--- config.mk ---
export PLATFORM = sky130hd
export DESIGN_NAME = display_value_formatter
export DESIGN_NICKNAME = d
export VERILOG_FILES = /design/src/rtl/display_pkg.sv /design/src/rtl/bcd_add3_step.sv /design/src/rtl/display_value_formatter.sv
export SDC_FILE = /design/constraint.sdc
export NUM_CORES = 1
export LEC_CHECK = 0
export CAP_MARGIN = 15
export CORE_UTILIZATION = 49
export DETAILED_ROUTE_END_ITERATION = 16
export PLACE_DENSITY = 0.75
export REMOVE_ABC_BUFFERS = 1
export SYNTH_ARGS = -nofsm -noshare
export SYNTH_HDL_FRONTEND = slang
export SYNTH_SLANG_ARGS = --single-unit
--- constraint.sdc ---
create_clock -name clk100M -period 1.8 [get_ports clk100M]
set_clock_uncertainty 0.05 [all_clocks]
set_input_delay 0.36 -clock clk100M [delete_from_list [all_inputs] [get_ports clk100M]]
set_output_delay 0.36 -clock clk100M [all_outputs]
set_load 0.05 [all_outputs]
--- src/rtl/display_pkg.sv ---
// Shared constants and state encoding for the seven-segment value formatter.
package display_pkg;

    localparam logic [4:0]  AN_BLANK = 5'b10000;
    localparam logic [4:0]  AN_ERR   = 5'b01110;
    localparam logic [15:0] DEC_MAX  = 16'd9999;

    typedef enum logic [1:0] {
        IDLE = 2'd0,
        CONV = 2'd1,
        FMT  = 2'd2
    } state_e;

    // Unblanked digit code: blank bit clear, hex digit in the low nibble.
    function automatic logic [4:0] digit_code(input logic [3:0] nib);
        return {1'b0, nib};
    endfunction

endpackage

--- src/rtl/bcd_add3_step.sv ---
// Double-dabble correction: add 3 to every BCD digit >= 5, no carry between digits.
module bcd_add3_step
    import display_pkg::*;
(
    input  logic [15:0] bcd_i,
    output logic [15:0] bcd_o
);

    always_comb begin
        bcd_o = bcd_i;
        for (int i = 0; i < 4; i++) begin
            if (bcd_i[4*i +: 4] >= 4'd5) begin
                bcd_o[4*i +: 4] = bcd_i[4*i +: 4] + 4'd3;
            end
        end
    end

endmodule

--- src/rtl/display_value_formatter.sv ---
// Converts a 16-bit value into four registered digit codes (hex or decimal),
// with optional leading-zero blanking and decimal overflow indication.
//
// state | meaning
// IDLE  | waiting for load_i; captures value, mode and blank flag
// CONV  | one double-dabble step per cycle, 16 steps total
// FMT   | registers digit codes into AN3..AN0 and pulses done_o
module display_value_formatter
    import display_pkg::*;
(
    input  logic        clk100M,
    input  logic        rst,
    input  logic [15:0] value_i,
    input  logic        dec_mode_i,
    input  logic        blank_lz_i,
    input  logic        load_i,
    output logic        busy_o,
    output logic        done_o,
    output logic [4:0]  AN3,
    output logic [4:0]  AN2,
    output logic [4:0]  AN1,
    output logic [4:0]  AN0
);

    state_e      state_q, state_d;
    logic [3:0]  cnt_q, cnt_d;
    logic [15:0] bin_q, bin_d;
    logic [15:0] bcd_q, bcd_d;
    logic [15:0] val_q, val_d;
    logic        dec_q, dec_d;
    logic        blank_q, blank_d;
    logic        ovf_q, ovf_d;
    logic        busy_q, busy_d;
    logic        done_q, done_d;
    logic [4:0]  an3_q, an3_d, an2_q, an2_d, an1_q, an1_d, an0_q, an0_d;

    logic [15:0] bcd_adj;
    logic [15:0] digits;
    logic        lz3, lz2, lz1;
    logic [4:0]  fmt3, fmt2, fmt1, fmt0;

    bcd_add3_step u_add3 (
        .bcd_i (bcd_q),
        .bcd_o (bcd_adj)
    );

    // Digit codes as they would be shown; only registered in FMT.
    always_comb begin
        digits = dec_q ? bcd_q : val_q;
        lz3    = blank_q && (digits[15:12] == 4'd0);
        lz2    = lz3 && (digits[11:8] == 4'd0);
        lz1    = lz2 && (digits[7:4] == 4'd0);
        fmt3   = lz3 ? AN_BLANK : digit_code(digits[15:12]);
        fmt2   = lz2 ? AN_BLANK : digit_code(digits[11:8]);
        fmt1   = lz1 ? AN_BLANK : digit_code(digits[7:4]);
        fmt0   = digit_code(digits[3:0]);
        if (ovf_q) begin
            fmt3 = AN_ERR;
            fmt2 = AN_ERR;
            fmt1 = AN_ERR;
            fmt0 = AN_ERR;
        end
    end

    always_comb begin
        state_d = state_q;
        cnt_d   = cnt_q;
        bin_d   = bin_q;
        bcd_d   = bcd_q;
        val_d   = val_q;
        dec_d   = dec_q;
        blank_d = blank_q;
        ovf_d   = ovf_q;
        done_d  = 1'b0;
        an3_d   = an3_q;
        an2_d   = an2_q;
        an1_d   = an1_q;
        an0_d   = an0_q;

        case (state_q)
            IDLE: begin
                if (load_i) begin
                    val_d   = value_i;
                    dec_d   = dec_mode_i;
                    blank_d = blank_lz_i;
                    ovf_d   = dec_mode_i && (value_i > DEC_MAX);
                    if (dec_mode_i) begin
                        bin_d   = value_i;
                        bcd_d   = 16'd0;
                        cnt_d   = 4'd0;
                        state_d = CONV;
                    end else begin
                        state_d = FMT;
                    end
                end
            end
            CONV: begin
                bcd_d = {bcd_adj[14:0], bin_q[15]};
                bin_d = {bin_q[14:0], 1'b0};
                cnt_d = cnt_q + 4'd1;
                if (cnt_q == 4'd15) begin
                    state_d = FMT;
                end
            end
            FMT: begin
                an3_d   = fmt3;
                an2_d   = fmt2;
                an1_d   = fmt1;
                an0_d   = fmt0;
                done_d  = 1'b1;
                state_d = IDLE;
            end
            default: state_d = IDLE;
        endcase

        busy_d = (state_d != IDLE);
    end

    always_ff @(posedge clk100M) begin
        if (rst) begin
            state_q <= IDLE;
            cnt_q   <= 4'd0;
            bin_q   <= 16'd0;
            bcd_q   <= 16'd0;
            val_q   <= 16'd0;
            dec_q   <= 1'b0;
            blank_q <= 1'b0;
            ovf_q   <= 1'b0;
            busy_q  <= 1'b0;
            done_q  <= 1'b0;
            an3_q   <= AN_BLANK;
            an2_q   <= AN_BLANK;
            an1_q   <= AN_BLANK;
            an0_q   <= AN_BLANK;
        end else begin
            state_q <= state_d;
            cnt_q   <= cnt_d;
            bin_q   <= bin_d;
            bcd_q   <= bcd_d;
            val_q   <= val_d;
            dec_q   <= dec_d;
            blank_q <= blank_d;
            ovf_q   <= ovf_d;
            busy_q  <= busy_d;
            done_q  <= done_d;
            an3_q   <= an3_d;
            an2_q   <= an2_d;
            an1_q   <= an1_d;
            an0_q   <= an0_d;
        end
    end

    assign busy_o = busy_q;
    assign done_o = done_q;
    assign AN3    = an3_q;
    assign AN2    = an2_q;
    assign AN1    = an1_q;
    assign AN0    = an0_q;

endmodule

==> impl_results.html <==
<table>
<tr><th>Metric</th><th>Value</th></tr>
<tr><th colspan="2">Synth</th></tr>
<tr><td>Cells after Synth</td><td>371</td></tr>
<tr><td>Yosys warnings</td><td>0</td></tr>
<tr><td>Share of the synthesized area in compound gates (AO/OA/AOI/OAI)</td><td>19.6%</td></tr>
<tr><td>Sequential cell area fraction in the yosys report</td><td>47.0%</td></tr>
<tr><td>Netlist Area Pre-Place</td><td>approximately 0.0034 mm^2</td></tr>
<tr><td>Largest family of logic cells by synthesized area</td><td>compound AO/OA/AOI/OAI gates</td></tr>
<tr><td>Fraction of synthesized cell area taken by the top area cell type</td><td>47.0%</td></tr>
<tr><td>Mean instance size in the synthesized netlist</td><td>9.06 um^2</td></tr>
<tr><td>Top cell types by occurrence after synthesis</td><td>dfxtp_1 (79), nor2_1 (46), nand2_1 (39)</td></tr>
<tr><td>Flip-flop and latch count after synthesis</td><td>79</td></tr>
<tr><td>Number of enable flip-flop cells after synthesis</td><td>0</td></tr>
<tr><td>FFs w/ async S/R, synth</td><td>0%</td></tr>
<tr><td>Post-synthesis cell type count</td><td>45</td></tr>
<tr><td>Area contributors post-synth</td><td>dfxtp_1 (47%), a21oi_1 (5.2%), nor2_1 (5.1%), mux2i_1 (5.1%), a222oi_1 (4.5%)</td></tr>
<tr><td>Synth Area in Adders</td><td>3.35%</td></tr>
<tr><td>Most used flip-flop cell after synthesis</td><td>dfxtp_1</td></tr>
<tr><td>Cell with the most instances after synthesis</td><td>dfxtp_1</td></tr>
<tr><td>Share of synthesized cell area in and, or, nand and nor gates</td><td>17.2%</td></tr>
<tr><td>Mux share of post-synthesis cell area</td><td>6.18%</td></tr>
<tr><td>Cell type with the highest aggregate area in the netlist</td><td>dfxtp_1</td></tr>
<tr><td>Synthesized-area fraction occupied by xor and xnor cells</td><td>roughly 1.8%</td></tr>
<tr><th colspan="2">Clock tree</th></tr>
<tr><td>Worst-case clock buffer depth</td><td>2</td></tr>
<tr><td>Inserted Clock Buffers</td><td>9</td></tr>
<tr><td>Clock latency at the later pin of the worst-skew pair</td><td>0.35 ns</td></tr>
<tr><td>Register clock-pin slew on the reported worst setup and hold paths</td><td>~0.080 ns</td></tr>
<tr><td>Root Buffer Master</td><td>clkbuf_8</td></tr>
<tr><td>Clock sinks</td><td>79</td></tr>
<tr><td>Resized Gates After CTS</td><td>0</td></tr>
<tr><td>Clock tree from TritonCTS</td><td>done</td></tr>
<tr><td>CTS H-Tree Depth</td><td>3</td></tr>
<tr><th colspan="2">Power</th></tr>
<tr><td>Power density relative to cell area</td><td>910 mW/mm^2</td></tr>
<tr><td>Standby leakage power</td><td>1.60 nW</td></tr>
<tr><td>Total power after layout</td><td>3.77 mW</td></tr>
<tr><td>Maximum vdd ir drop</td><td>0.000575 V</td></tr>
<tr><th colspan="2">Floorplanning</th></tr>
<tr><td>Core Area</td><td>~0.0065 mm^2</td></tr>
<tr><td>Number of cell rows</td><td>29</td></tr>
<tr><td>Top-level I/O count</td><td>43</td></tr>
<tr><td>Overall die area</td><td>about 0.007 mm^2</td></tr>
<tr><td>Initial cell density of the core</td><td>51.8%</td></tr>
<tr><td>DIE WIDTH</td><td>between 80 and 90 um</td></tr>
<tr><td>Die outline height</td><td>84.8 um</td></tr>
<tr><th colspan="2">Critical path</th></tr>
<tr><td>RR Endpoint</td><td>AN1[4]$_SDFFE_PP1P_</td></tr>
<tr><td>Crit. End Element</td><td>flop</td></tr>
<tr><td>Critical path startpoint category</td><td>flop</td></tr>
<tr><td>RR Startpoint</td><td>bcd_q[13]$_SDFFE_PP0P_</td></tr>
<tr><td>Data required time of the worst path</td><td>2.04 ns</td></tr>
<tr><td>Worst setup slack for register-to-register paths</td><td>0.03 ns</td></tr>
<tr><td>Cells on worst reg2reg path</td><td>4</td></tr>
<tr><td>Arrival time worst endpoint</td><td>2.02 ns</td></tr>
<tr><td>Path type of the worst setup path</td><td>flop to flop</td></tr>
<tr><td>Worst Path Max Fanout</td><td>3</td></tr>
<tr><th colspan="2">Final layout</th></tr>
<tr><td>Fill cell count</td><td>561</td></tr>
<tr><td>Total number of nets in the final design</td><td>455</td></tr>
<tr><td>Fraction of final layout cells with drive strength greater than 1</td><td>17.2%</td></tr>
<tr><td>Area added between synthesis and finish</td><td>23.1%</td></tr>
<tr><td>Total inserted antenna cells</td><td>0</td></tr>
<tr><th colspan="2">Status</th></tr>
<tr><td>Result of the run</td><td>finished, violations left</td></tr>
<tr><td>Failing checks</td><td>design-rule violations</td></tr>
<tr><th colspan="2">Global routing</th></tr>
<tr><td>Vias in the first global route</td><td>2636</td></tr>
<tr><td>All-Layer GR Usage</td><td>22.4%</td></tr>
<tr><td>Overflow left after global routing</td><td>0</td></tr>
<tr><td>Number of antenna violations at the first check in global routing</td><td>0</td></tr>
<tr><td>Maximum number of pins on one net before global-route repair</td><td>46</td></tr>
<tr><td>Global-route wire length before repair</td><td>12.6 mm</td></tr>
<tr><th colspan="2">Placement</th></tr>
<tr><td>Routability cong.</td><td>between 0.8 and 0.9</td></tr>
<tr><td>Placed wire-length estimate after detailed placement</td><td>5.57 mm</td></tr>
<tr><td>Port Buffer Count</td><td>42</td></tr>
<tr><th colspan="2">STA</th></tr>
<tr><td>Transition time at the pin with the least slew margin</td><td>0.419 ns</td></tr>
<tr><td>Worst hold slack</td><td>0.276 ns</td></tr>
<tr><td>Time the final worst path needs with I/O delays and setup</td><td>1.77 ns</td></tr>
<tr><td>Final setup violation count</td><td>0</td></tr>
<tr><td>Maximum operating frequency</td><td>about 0.56 GHz</td></tr>
<tr><td>Slew margin rel.</td><td>72.1%</td></tr>
<tr><td>Final period utilization</td><td>98.6%</td></tr>
<tr><td>Number of max-slew violations in the final report</td><td>0</td></tr>
<tr><td>Final hold violation count</td><td>0</td></tr>
<tr><td>RSZ-0062 raised after global routing</td><td>true</td></tr>
<tr><th colspan="2">Hold path</th></tr>
<tr><td>Hold crit path type</td><td>input pin to flop</td></tr>
<tr><td>Number of cells traversed by the worst hold path</td><td>2</td></tr>
<tr><td>Startpoint of the most critical hold path</td><td>rst</td></tr>
<tr><td>Worst-case hold path end point</td><td>busy_o$_SDFF_PP0_</td></tr>
<tr><th colspan="2">Route</th></tr>
<tr><td>Number of nets still failing antenna checks after routing</td><td>0</td></tr>
<tr><td>DR vias/cell</td><td>5.81</td></tr>
<tr><td>Number of vias after detailed routing</td><td>a little under 3000</td></tr>
<tr><td>Total Wirelength</td><td>approximately 7.7 mm</td></tr>
<tr><td>Total DRC errors in the routed layout</td><td>5</td></tr>
<tr><td>DRT iter0 DRCs</td><td>260</td></tr>
<tr><td>Average wire per cell in the routed design</td><td>15.2 um</td></tr>
<tr><td>Pre-Repair DR Iteration Count</td><td>12</td></tr>
<tr><th colspan="2">Job</th></tr>
<tr><td>Count of max-cap constraint violations</td><td>0</td></tr>
</table>
-- metal layers --
layer | track usage [%] | vias to the layer above | wire, um
li1 | - | 1444 | -
met1 | 29.8 | 1396 | 3740
met2 | 35.5 | 97 | 3480
met3 | 5.25 | 9 | 352
met4 | 8.78 | 0 | 136
met5 | 0 | - | 0
-- report_power, final --
group / total (mW) / internal [mW] / switching [mW] / leakage [nW]
combinational: 0.539 / 0.224 / 0.315 / 0.853
clock: 1.36 / 0.686 / 0.671 / 0.103
sequential: 1.87 / 1.82 / 0.0508 / 0.644
-- how the worst max path moves through the flow --
| stage | endpoint | cells past startpoint | from | slack, ns |
|---|---|---|---|---|
| after floorplan | AN1[4]$_SDFFE_PP1P_ | 4 | dec_q$_SDFFE_PP0P_ | -0.39 |
| after global placement | bin_q[3]$_SDFFE_PP0P_ | 6 | load_i | -0.14 |
| after CTS | AN1[4]$_SDFFE_PP1P_ | 4 | bcd_q[13]$_SDFFE_PP0P_ | 0.03 |
| after detailed placement | bin_q[6]$_SDFFE_PP0P_ | 6 | load_i | -0.19 |
| final | AN1[4]$_SDFFE_PP1P_ | 4 | bcd_q[13]$_SDFFE_PP0P_ | 0.03 |
| after global routing | AN1[4]$_SDFFE_PP1P_ | 5 | dec_q$_SDFFE_PP0P_ | -0.07 |
-- worst max-delay path: stages, from the launching register on --
cell	delay (ns)
dfxtp_1	0.32
or4b_1	0.52
a2111o_1	0.51
nor4_2	0.19
a211o_1	0.13
-- cell usage in the layout (no fill, tap or decap), types with 2 or more instances in the layout --
master,count
a22o_1,8
ha_1,9
nor3_1,8
xor2_1,3
a22oi_1,6
buf_4,46
nand3b_1,2
or2_2,2
buf_12,3
a2bb2oi_1,2
a222oi_1,15
clkinv_4,2
nand2b_1,6
or3_1,3
inv_1,10
o211ai_1,2
a21oi_1,35
dfxtp_1,79
mux2_2,2
a211o_1,2
clkdlybuf4s50_1,19
xnor2_1,4
nor2b_1,3
clkbuf_8,10
nand4_1,3
o21ai_0,9
nand2_1,39
mux2i_1,17
nor2_1,46
nand3_1,5
a211oi_1,11
-- repair_timing --
action	in CTS	in global routing
hold endpoints to repair	0	0
setup endpoints to repair	2	1
pin swaps	2	0
buffers inserted	0	0
hold buffers	0	0
-- metrics by stage --
step	TNS [ns]	area [um^2]	instances	util (%)	setup slack, ns
final	0	4140	507	63.7	0.0257
after global routing	-0.0674	4140	507	63.7	-0.0674
after CTS	0	4140	507	63.7	0.0327
after detailed placement	-3.49	3940	492	60.7	-0.192
after global placement	-2.86	3940	492	60.7	-0.138
after floorplan	-2.64	3240	345	-	-0.393
-- registers in the layout, summed over array words and instances, names as in the netlist --
name / cells
bcd_q: 16
bin_q: 16
val_q: 16
AN0: 5
AN1: 5
AN2: 5
AN3: 5
cnt_q: 4
state_q: 2
blank_q: 1
busy_o: 1
dec_q: 1
done_o: 1
ovf_q: 1
-- cell type report --
cell class	count	area, um^2	area share (%)
clock buffer	10	138	3.32
clock inverter	6	68.8	1.66
inverter	10	37.5	0.907
multi-input combinational	256	1620	39.1
sequential	79	1580	38.2
tap	77	96.3	2.33
timing repair buffer	69	601	14.5
-- kinds of logic (layout without fill, tap and decap cells) --
family / after synthesis / after routing
fa+ha+maj: 9 / 9
compound gates: 95 / 95
flops: 79 / 79
xor+xnor: 7 / 7
buf+inv: 36 / 95
simple gates: 125 / 125
mux: 20 / 20
Note: power is estimated with default switching activity, not from simulation.
